**src/rtl/fifo_mem_ctrl.sv**
```systemverilog
// First-word-fall-through FIFO built around a 1R1W memory with registered read data.
// Latency: a push accepted at edge E0 is presented on pop_data after E2 (3 cycles), 1 word/cycle sustained.
// Backpressure: push_ready drops while the memory is full; pop side holds data until pop_ready.
module fifo_mem_ctrl #(
  parameter int data_width = 32,
  parameter int mem_depth  = 16,
  parameter int addr_width = 4
) (
  input  logic                  clk,
  input  logic                  reset,
  input  logic                  flush,
  input  logic                  push_valid,
  output logic                  push_ready,
  input  logic [data_width-1:0] push_data,
  output logic                  pop_valid,
  input  logic                  pop_ready,
  output logic [data_width-1:0] pop_data,
  output logic                  mem_we,
  output logic [addr_width-1:0] mem_waddr,
  output logic [data_width-1:0] mem_wdata,
  output logic                  mem_re,
  output logic [addr_width-1:0] mem_raddr,
  input  logic [data_width-1:0] mem_rdata,
  output logic [addr_width+1:0] level
);

  // Pointers carry one extra wrap bit so full and empty are distinguishable.
  localparam int PW = addr_width + 1;
  localparam int LW = addr_width + 2;
  // With mem_depth == 2**addr_width, a difference equal to the depth means
  // the wrap bits differ while the address bits match, i.e. memory full.
  localparam logic [PW-1:0] MEM_DEPTH_C = PW'(mem_depth);

  logic [PW-1:0]         wr_ptr_q, wr_ptr_d;
  logic [PW-1:0]         rd_ptr_q, rd_ptr_d;
  logic                  inflight_q, inflight_d;
  logic [1:0]            buf_cnt_q, buf_cnt_d;
  logic                  buf_head_q, buf_head_d;
  logic [data_width-1:0] buf_q [2];
  logic [data_width-1:0] buf_d [2];

  logic [PW-1:0] mem_count;
  logic          mem_full;
  logic          mem_empty;
  logic          push_fire;
  logic          pop_fire;
  logic          fetch;
  logic [2:0]    buf_occ;
  logic          cap_slot;

  assign mem_count = wr_ptr_q - rd_ptr_q;
  assign mem_full  = (mem_count == MEM_DEPTH_C);
  assign mem_empty = (wr_ptr_q == rd_ptr_q);

  // Producer is refused while flushing or in reset so no word is
  // reported as accepted and then silently dropped.
  assign push_ready = !mem_full && !flush && !reset;
  assign push_fire  = push_valid && push_ready;

  assign mem_we    = push_fire;
  assign mem_waddr = wr_ptr_q[addr_width-1:0];
  assign mem_wdata = push_data;

  assign pop_valid = (buf_cnt_q != 2'd0);
  assign pop_data  = buf_q[buf_head_q];
  assign pop_fire  = pop_valid && pop_ready && !flush;

  // Occupancy the buffer will have once the in-flight word lands; a new
  // read is issued only if that still leaves a free slot after this pop.
  assign buf_occ = 3'(buf_cnt_q) + 3'(inflight_q);
  assign fetch   = !mem_empty && !flush && !reset &&
                   (buf_occ < (3'd2 + 3'(pop_fire)));

  assign mem_re    = fetch;
  assign mem_raddr = rd_ptr_q[addr_width-1:0];

  // A capture never sees a full buffer, so the tail slot is head + count.
  assign cap_slot = buf_head_q ^ buf_cnt_q[0];

  assign level = LW'(mem_count) + LW'(inflight_q) + LW'(buf_cnt_q);

  // Next-state: flush clears everything and overrides push, pop and capture.
  always_comb begin
    wr_ptr_d   = wr_ptr_q;
    rd_ptr_d   = rd_ptr_q;
    inflight_d = inflight_q;
    buf_cnt_d  = buf_cnt_q;
    buf_head_d = buf_head_q;
    buf_d      = buf_q;

    if (flush) begin
      wr_ptr_d   = '0;
      rd_ptr_d   = '0;
      inflight_d = 1'b0;
      buf_cnt_d  = 2'd0;
      buf_head_d = 1'b0;
      buf_d[0]   = '0;
      buf_d[1]   = '0;
    end else begin
      if (push_fire) begin
        wr_ptr_d = wr_ptr_q + PW'(1);
      end
      if (fetch) begin
        rd_ptr_d = rd_ptr_q + PW'(1);
      end
      inflight_d = fetch;
      if (inflight_q) begin
        buf_d[cap_slot] = mem_rdata;
      end
      if (pop_fire) begin
        buf_head_d = ~buf_head_q;
      end
      buf_cnt_d = buf_cnt_q + 2'(inflight_q) - 2'(pop_fire);
    end
  end

  // State registers with asynchronous clear.
  always_ff @(posedge clk or posedge reset) begin
    if (reset) begin
      wr_ptr_q   <= '0;
      rd_ptr_q   <= '0;
      inflight_q <= 1'b0;
      buf_cnt_q  <= 2'd0;
      buf_head_q <= 1'b0;
      buf_q[0]   <= '0;
      buf_q[1]   <= '0;
    end else begin
      wr_ptr_q   <= wr_ptr_d;
      rd_ptr_q   <= rd_ptr_d;
      inflight_q <= inflight_d;
      buf_cnt_q  <= buf_cnt_d;
      buf_head_q <= buf_head_d;
      buf_q[0]   <= buf_d[0];
      buf_q[1]   <= buf_d[1];
    end
  end

endmodule
```
**config.mk**
```make
export PLATFORM = sky130hd
export DESIGN_NAME = fifo_mem_ctrl
export DESIGN_NICKNAME = d
export VERILOG_FILES = /design/src/rtl/fifo_mem_ctrl.sv
export SDC_FILE = /design/constraint.sdc
export NUM_CORES = 1
export LEC_CHECK = 0
export CAP_MARGIN = 30
export CORE_MARGIN = 5
export CORE_UTILIZATION = 45
export DETAILED_ROUTE_END_ITERATION = 8
export PLACE_DENSITY = 0.81
export SYNTH_ARGS = -nofsm -noshare
export SYNTH_HDL_FRONTEND = slang
export SYNTH_SLANG_ARGS = --single-unit
```
**constraint.sdc**
```tcl
create_clock -name clk -period 3.2 [get_ports clk]
set_input_delay 0.32 -clock clk [delete_from_list [all_inputs] [get_ports clk]]
set_output_delay 0.32 -clock clk [all_outputs]
set_load 0.1 [all_outputs]
```
# Word-level counts from Yosys, hierarchy flattened
# Index checks and enable logic that the tools add are counted.
totals:
  regBits: 78
  input_bits: 69
  out_inout_bits: 82
  word_cells: 60
op_classes:
  add_sub_neg: 9
  order_cmp: 4
  eq_ne: 2
  muxes: 16
  bitwise_logic: 4
  reduce_logical: 18
ops:
  columns: ["op", "count"]
  rows:
  - ["32-bit 2-to-1 mux", 4]
  - ["64-bit 2-to-1 mux", 2]
  - ["64-bit bitwise mux", 1]
  - ["32-bit demux with 1-bit select", 1]
  - ["5-bit 2-to-1 mux", 4]
  - ["5-bit by 1-bit adder with 5-bit output (second input constant)", 2]
  - ["2-bit nonzero test", 5]
  - ["1-bit logical AND", 9]
  - ["5-bit by 1-bit adder with 6-bit output", 1]
  - ["6-bit by 2-bit adder with 6-bit output", 1]
  - ["5-bit equality test", 1]
  - ["5-bit equality test (second input constant)", 1]
  - ["5-bit subtractor", 1]
  - ["2-bit greater-or-equal comparator (second input constant)", 2]
  - ["1-bit logical NOT", 4]
  - ["1-bit inverter with 2-bit output", 2]
  - ["2-bit by 1-bit adder with 3-bit output", 1]
  - ["2-bit by 1-bit adder with 3-bit output (first input constant)", 1]
  - ["3-bit < comparator", 1]
  - ["1-bit 2-to-1 mux", 3]
  - ["2-bit by 1-bit adder with 2-bit output", 1]
  - ["2-bit by 1-bit < comparator with 1-bit output (second input constant)", 1]
  - ["2-bit 2-to-1 mux", 1]
  - ["2-bit by 1-bit subtractor with 2-bit output", 1]
  - ["other kinds (2)", 2]

# Depth between registers and ports, before layout
logic_depth:
  word_depth: 9
  mapped_depth: 9

# Worst setup path after synthesis
# OpenSTA, ideal clock, no wires.
synth_timing:
  kind: "register -> output"
  from: "reg wr_ptr_q[0]"
  to: "out level[5]"
  t_arrival_ps: 3834
  required_time_ps: 2880
  path_slack_ps: -954
  stages_incl_launch_ff: 9
  path_buffers: 0
  path_cell_list: "dfrtp_1 > inv_1 > ha_1 > fa_1 > inv_1 > ha_1 > nor2b_1 > o21ai_0 > nor3_1"
synth_via:
  elab_chain_cells: 3
synth_lines:
  columns: ["item", "line", "source"]
  rows:
  - ["start: declaration", "34", "logic [PW-1:0] wr_ptr_q, wr_ptr_d;"]
  - ["start signal: assignment", "128", "wr_ptr_q <= wr_ptr_d;"]
  - ["5-bit subtractor", "51", "assign mem_count = wr_ptr_q - rd_ptr_q;"]
  - ["5-bit by 1-bit adder with 6-bit output", "80", "assign level = LW'(mem_count) + LW'(inflight_q) + LW'(buf_cnt_q);"]
  - ["6-bit by 2-bit adder with 6-bit output", "80", null]
  - ["end: declaration", "24", "output logic [addr_width+1:0] level"]
# Every way passes these cells.

# Final worst setup path
layout_timing:
  from: "reg wr_ptr_q[0]"
  to: "out level[4]"
# The elaborated chain is that of the path after synthesis.

==> metrics.txt <==
status=finished, final reports clean; CP Class=reg2out; # fillers=727; Bufs and invs on worst path=2; die height=106 um; share of the synthesized area in the top cell type=0.474; Clock transition at path regs=0.08 ns; max cap viols=0; most frequent cells in the layout=dfrtp_1 (77), a32o_1 (64), clkdlybuf4s50_1 (43), buf_4 (43), mux2_2 (32); # clock sinks=78; Worst path most repeated cell=fa_1; Ant. Diodes=0; Static Leak=2.36 nW; Setup Skew=0.00974 ns; Worst Hold Slack=0.489 ns; Reg2Reg Depth=7; Root Buffer=clkbuf_8; CP endpoint kind=output pin; Initial Util=0.467; Pre-antenna DRT Iters=4; row count=34; cell family with most CP delay=adder cells; Slew headroom=0.330; WHS Path Cells=1; Clk Latency, worst-skew pair=0.34 ns; reg-to-reg critical path startpoint=inflight_q; area grow syn2layout=22.7%; Syn Inst Count=339; FF-to-FF End=rd_ptr_q[3]; gr usage total=0.178; Power, Total=2.38 mW; GRT overflow=0; pwr/cell area=471 nW/um^2; CTS tree=built; Req. time, crit path=2.88 ns; Final Max Slew Viols=0; CP cell instances=inv_1, ha_1, fa_1, fa_1, nor3b_1, xnor2_2, buf_12; total core area=8810 um^2; Layout Nets=461; average size of a mapped cell=12.1 um^2; initial antenna violation count=0; final hold violations=0; #FFs+latches synth=78; Hold Path Sink=buf_q[2]; post-route ant nets=0; CP Data Arrival Time=2.81 ns; routed len/inst=19.9 um; Startpoint Class=flop; Buffers on Ports=86; register area share after synthesis=0.474; CP max FO=5; Final Setup Violations=0; DRC viols=0; min-delay src=buf_q[2]; Top Ports=151; worst vdd rail ir drop=331 uV; total wire length=9.77 mm; RSZ-0062 raised after global routing=true; Post-Syn Area=4120 um^2; share of cells above drive strength 1=0.314; gp weighted congestion=0.835; syn_nets=422; DP HPWL=6.62 mm; clk buf depth=2; critical path's largest stage delay=0.44 ns; die width=106 um; slowest CP cell=dfrtp_1; most common cell after layout, fill and taps aside=dfrtp_1; TritonCTS Buffers=9; die footprint=11200 um^2; Avg Vias per Cell=5.95; fmax=319 MHz; Setup Buffers After CTS=0; maximum level of the CTS H-tree=3; crit path time final=3.13 ns; Tightest Pin Transition=1.00 ns; vias in the first global route=3179; synth top area cells=dfrtp_1 (47%), a32o_1 (16%), mux2_2 (8.8%); reg-to-reg slack, setup=0.69 ns; vias=2914; Tcrit/Tclk final=0.978; iteration-0 DRC count of the detailed router=145; first-pass GRT wire length=15.9 mm; maximum number of pins on one net before global-route repair=69; HP Class=reg2reg; dominant cell type by area after synthesis=dfrtp_1; Netlist cell types=33; number of warnings issued by yosys=0
metrics by stage:
stage / cells / util / worst slack, ns / setup TNS [ns] / instance area [um^2]
6_report: 490 / 0.573 / 0.0696 / 0 / 5050
5_1_grt: 490 / 0.573 / -0.0329 / -0.0558 / 5050
4_1_cts: 490 / 0.571 / 0.000887 / 0 / 5030
3_5_place_dp: 475 / 0.547 / 0.254 / 0 / 4820
3_3_place_gp: 475 / 0.547 / 0.388 / 0 / 4820
2_1_floorplan: 339 / - / -0.178 / -0.226 / 4140
repair_timing:
action	in CTS	in global routing
endpoints found under the setup margin	2	4
hold buffers	0	0
gates resized for setup	1	3
how the worst max path moves through the flow:
stage / startpoint / end / slack, ns / cells after the start
global placement: wr_ptr_q[0] / level[3] / 0.39 / 9
floorplan: wr_ptr_q[0] / level[5] / -0.18 / 8
finish: wr_ptr_q[0] / level[4] / 0.07 / 7
detailed placement: wr_ptr_q[0] / level[3] / 0.25 / 9
global route: wr_ptr_q[0] / level[5] / -0.03 / 9
CTS: wr_ptr_q[0] / level[3] / 0.0009 / 9
synth_stat cells, drive strengths merged:
cell and n:
a311oi 1, dfrtp 78, nor2 15, a31oi 1
mux2i 4, a32o 64, o311a 2, buf 48
o31ai 2, clkbuf 18, nor3 2, xor2 6
a21oi 4, nor2b 2, mux2 32, ha 11
nor3b 1, and4 1, nand4 3, nand2b 4
nand3 1, o21ai 3, nand2 8, xnor2 11
inv 14, fa 3
final cells by class:
type / instances / area, um^2 / share of cell area
inverters: 14 / 53.8 / 0.0107
multi-input cells: 181 / 1780 / 0.353
repair buffers: 94 / 913 / 0.181
flip-flops and latches: 78 / 1950 / 0.387
clock buffers: 9 / 124 / 0.0245
well taps: 108 / 135 / 0.0268
clock inverters: 6 / 87.6 / 0.0173
registers in the layout, summed over array words and instances (netlist names):
register    count
rd_ptr_q        5
buf_head_q      1
inflight_q      1
buf_q          64
buf_cnt_q       2
wr_ptr_q        5
layer usage:
metal	wire, um	track usage	share of wire	up-vias
met3	658	0.0507	0.067	16
met4	136	0.0592	0.014	0
met5	0	0	0	-
met1	3820	0.211	0.39	1488
met2	5160	0.310	0.53	105
li1	-	-	-	1305
cells by family (layout without fill, tap and decap cells):
group	after synthesis	count (layout)	synth area share
mux	36	36	0.0973
buf+inv	80	123	0.111
compound gates	77	77	0.186
flops	78	78	0.474
fa+ha+maj	14	14	0.0480
xor+xnor	17	17	0.0398
simple gates	37	37	0.0441
where the power goes:
part / internal (mW) / switching [mW] / total, mW
combinational: 0.169 / 0.396 / 0.565
sequential: 1.01 / 0.0203 / 1.03
clock: 0.435 / 0.354 / 0.789
total: 1.61 / 0.771 / 2.38
No activity file was read; power rests on OpenSTA's default activity.
==> variant, RTL diff (config.mk and constraints unchanged) <==
Change the parameter `addr_width` from 4 to 2.
--- a/src/rtl/fifo_mem_ctrl.sv
+++ b/src/rtl/fifo_mem_ctrl.sv
@@ -4,7 +4,7 @@
 module fifo_mem_ctrl #(
   parameter int data_width = 32,
   parameter int mem_depth  = 16,
-  parameter int addr_width = 4
+  parameter int addr_width = 2
 ) (
   input  logic                  clk,
   input  logic                  reset,
Ports: changed (resized level, mem_raddr and mem_waddr); port bits go from 151 to 145. No check against the original RTL was run, so the function may have changed too.
==> variant against the unedited design <==
Cell area is 9.3% lower. Maximum frequency is 7.9% higher. Count of clock-buffer cells in the layout is 1 higher. Sequential cell count is 4 lower. Wire length is 13% lower. First-iteration DRC count is 19% lower. Core utilization is 1.0 points lower. Non-clock buffer count is 7 lower. Area after synthesis is 9.5% lower. Setup slack better by 0.23 ns. Via count is 12% lower. Largest cell class unchanged.
Power is not compared: it rests on default switching activity, and its combinational part moved more than twofold at a synthesized area within 25%.
==> variant: results (changes against the unedited design) <==
| Metric | Value |
|---|---|
| Post-Synthesis Cells | `307 (was 339)` |
| Sequential element share of the synthesized area | `0.4975 (was 0.4743)` |
| PostCTS Resize Cnt | `0 (was 1)` |
| Worst path slowest cell | `xor3_1 (was dfrtp_1)` |
| Wirelength per Cell | `18.41 um (was 19.94 um)` |
| WL met1 | `3839 um (was 3818 um)` |
| Post-Place Setup Slack | `0.6264 ns (was 0.2537 ns)` |
| Final GP Congestion | `0.7304 (was 0.8353)` |
| Nets | `434 (was 461)` |
| Synth Area in XOR/XNOR | `0.03160 (was 0.03983)` |
| Share of cells above drive strength 1 | `0.2989 (was 0.3141)` |
| Vias in the first global route | `2,732 (was 3,179)` |
| Met3 Use GR | `0.04152 (was 0.05073)` |
| Max stage delay on crit path | `0.49 ns (was 0.44 ns)` |
| Critical R2R Launch | `inflight_q (unchanged)` |
| Initial DRC Count | `117 (was 145)` |
| Syn_nets | `388 (was 422)` |
| CTS Buf Count | `9 (unchanged)` |
| Biggest registers after layout | `buf_q (64), rd_ptr_q (3), wr_ptr_q (3) (was buf_q (64), rd_ptr_q (5), wr_ptr_q (5))` |
| Mux share of post-synthesis cell area | `0.1049 (was 0.09729)` |
| Slew @ Worst Pin | `0.9940 ns (was 1.002 ns)` |
| Post-synthesis adder-cell area fraction | `0.04639 (was 0.04804)` |
| Post-synthesis compound-gate area fraction | `0.1647 (was 0.1858)` |
| Vias per inst | `5.551 (was 5.947)` |
| Status | `completed (unchanged)` |
| Total track usage | `0.1732 (was 0.1779)` |
| Most common library cells after synthesis | `dfrtp_1, a22o_1, buf_4 (was dfrtp_1, a32o_1, buf_4)` |
| Final Non-Filler Cells | `463 (was 490)` |
| Hold_sp | `buf_q[17] (was buf_q[2])` |
| Crit Path Max Fanout | `6 (was 5)` |
| Placed insts | `447 (was 475)` |
| # port buffers | `80 (was 86)` |
| Grt met1 use | `0.2351 (was 0.2115)` |
| Synth top area cells | `dfrtp_1, a22o_1, mux2_2, buf_4, ha_1 (was dfrtp_1, a32o_1, mux2_2, buf_4, ha_1)` |
| Worst EP arrival | `2.58 ns (was 2.81 ns)` |
| Met3 routed WL | `534 um (was 658 um)` |
| Post-detail-place hpwl | `5570 um (was 6619 um)` |
| Area after DPL | `4347 um^2 (was 4818 um^2)` |
| Clock Skew | `0.009164 ns (was 0.009737 ns)` |
| Largest net degree at the start of global routing | `31 (was 69)` |
| Met2 wire length | `4037 um (was 5157 um)` |
| Synth cell types | `37 (was 33)` |
==> variant: cell count changes after synthesis, sizes merged, moves of 4 or more <==
cell / unedited run / this run
a32o: 64 / 0
a22o: 0 / 55
clkbuf: 18 / 3
a21oi: 4 / 13
nand3: 1 / 10
inv: 14 / 8
nor2: 15 / 9
xnor2: 11 / 6
dfrtp: 78 / 74
==> variant: final timing paths <==
check / end / slack (ns) / cells past startpoint
max: mem_we / 0.30 / 7
min: buf_q[17] / 0.50 / 1
max reg2reg: rd_ptr_q[0] / 0.94 / 6
min reg2reg: buf_q[17] / 0.50 / 1
max in group asynchronous: buf_q[32] / 1.83 / 3
min in group asynchronous: buf_q[18] / 0.57 / 2
==> variant: layout make-up <==
type / instances / area [um^2]
clock inverter: 6 / 95.09
fill: 686 / 3555
multi-input combinational: 173 / 1510
sequential: 74 / 1852
tap: 105 / 131.4
clock buffer: 10 / 137.6
timing repair buffer: 87 / 823.3
inverter: 8 / 30.03
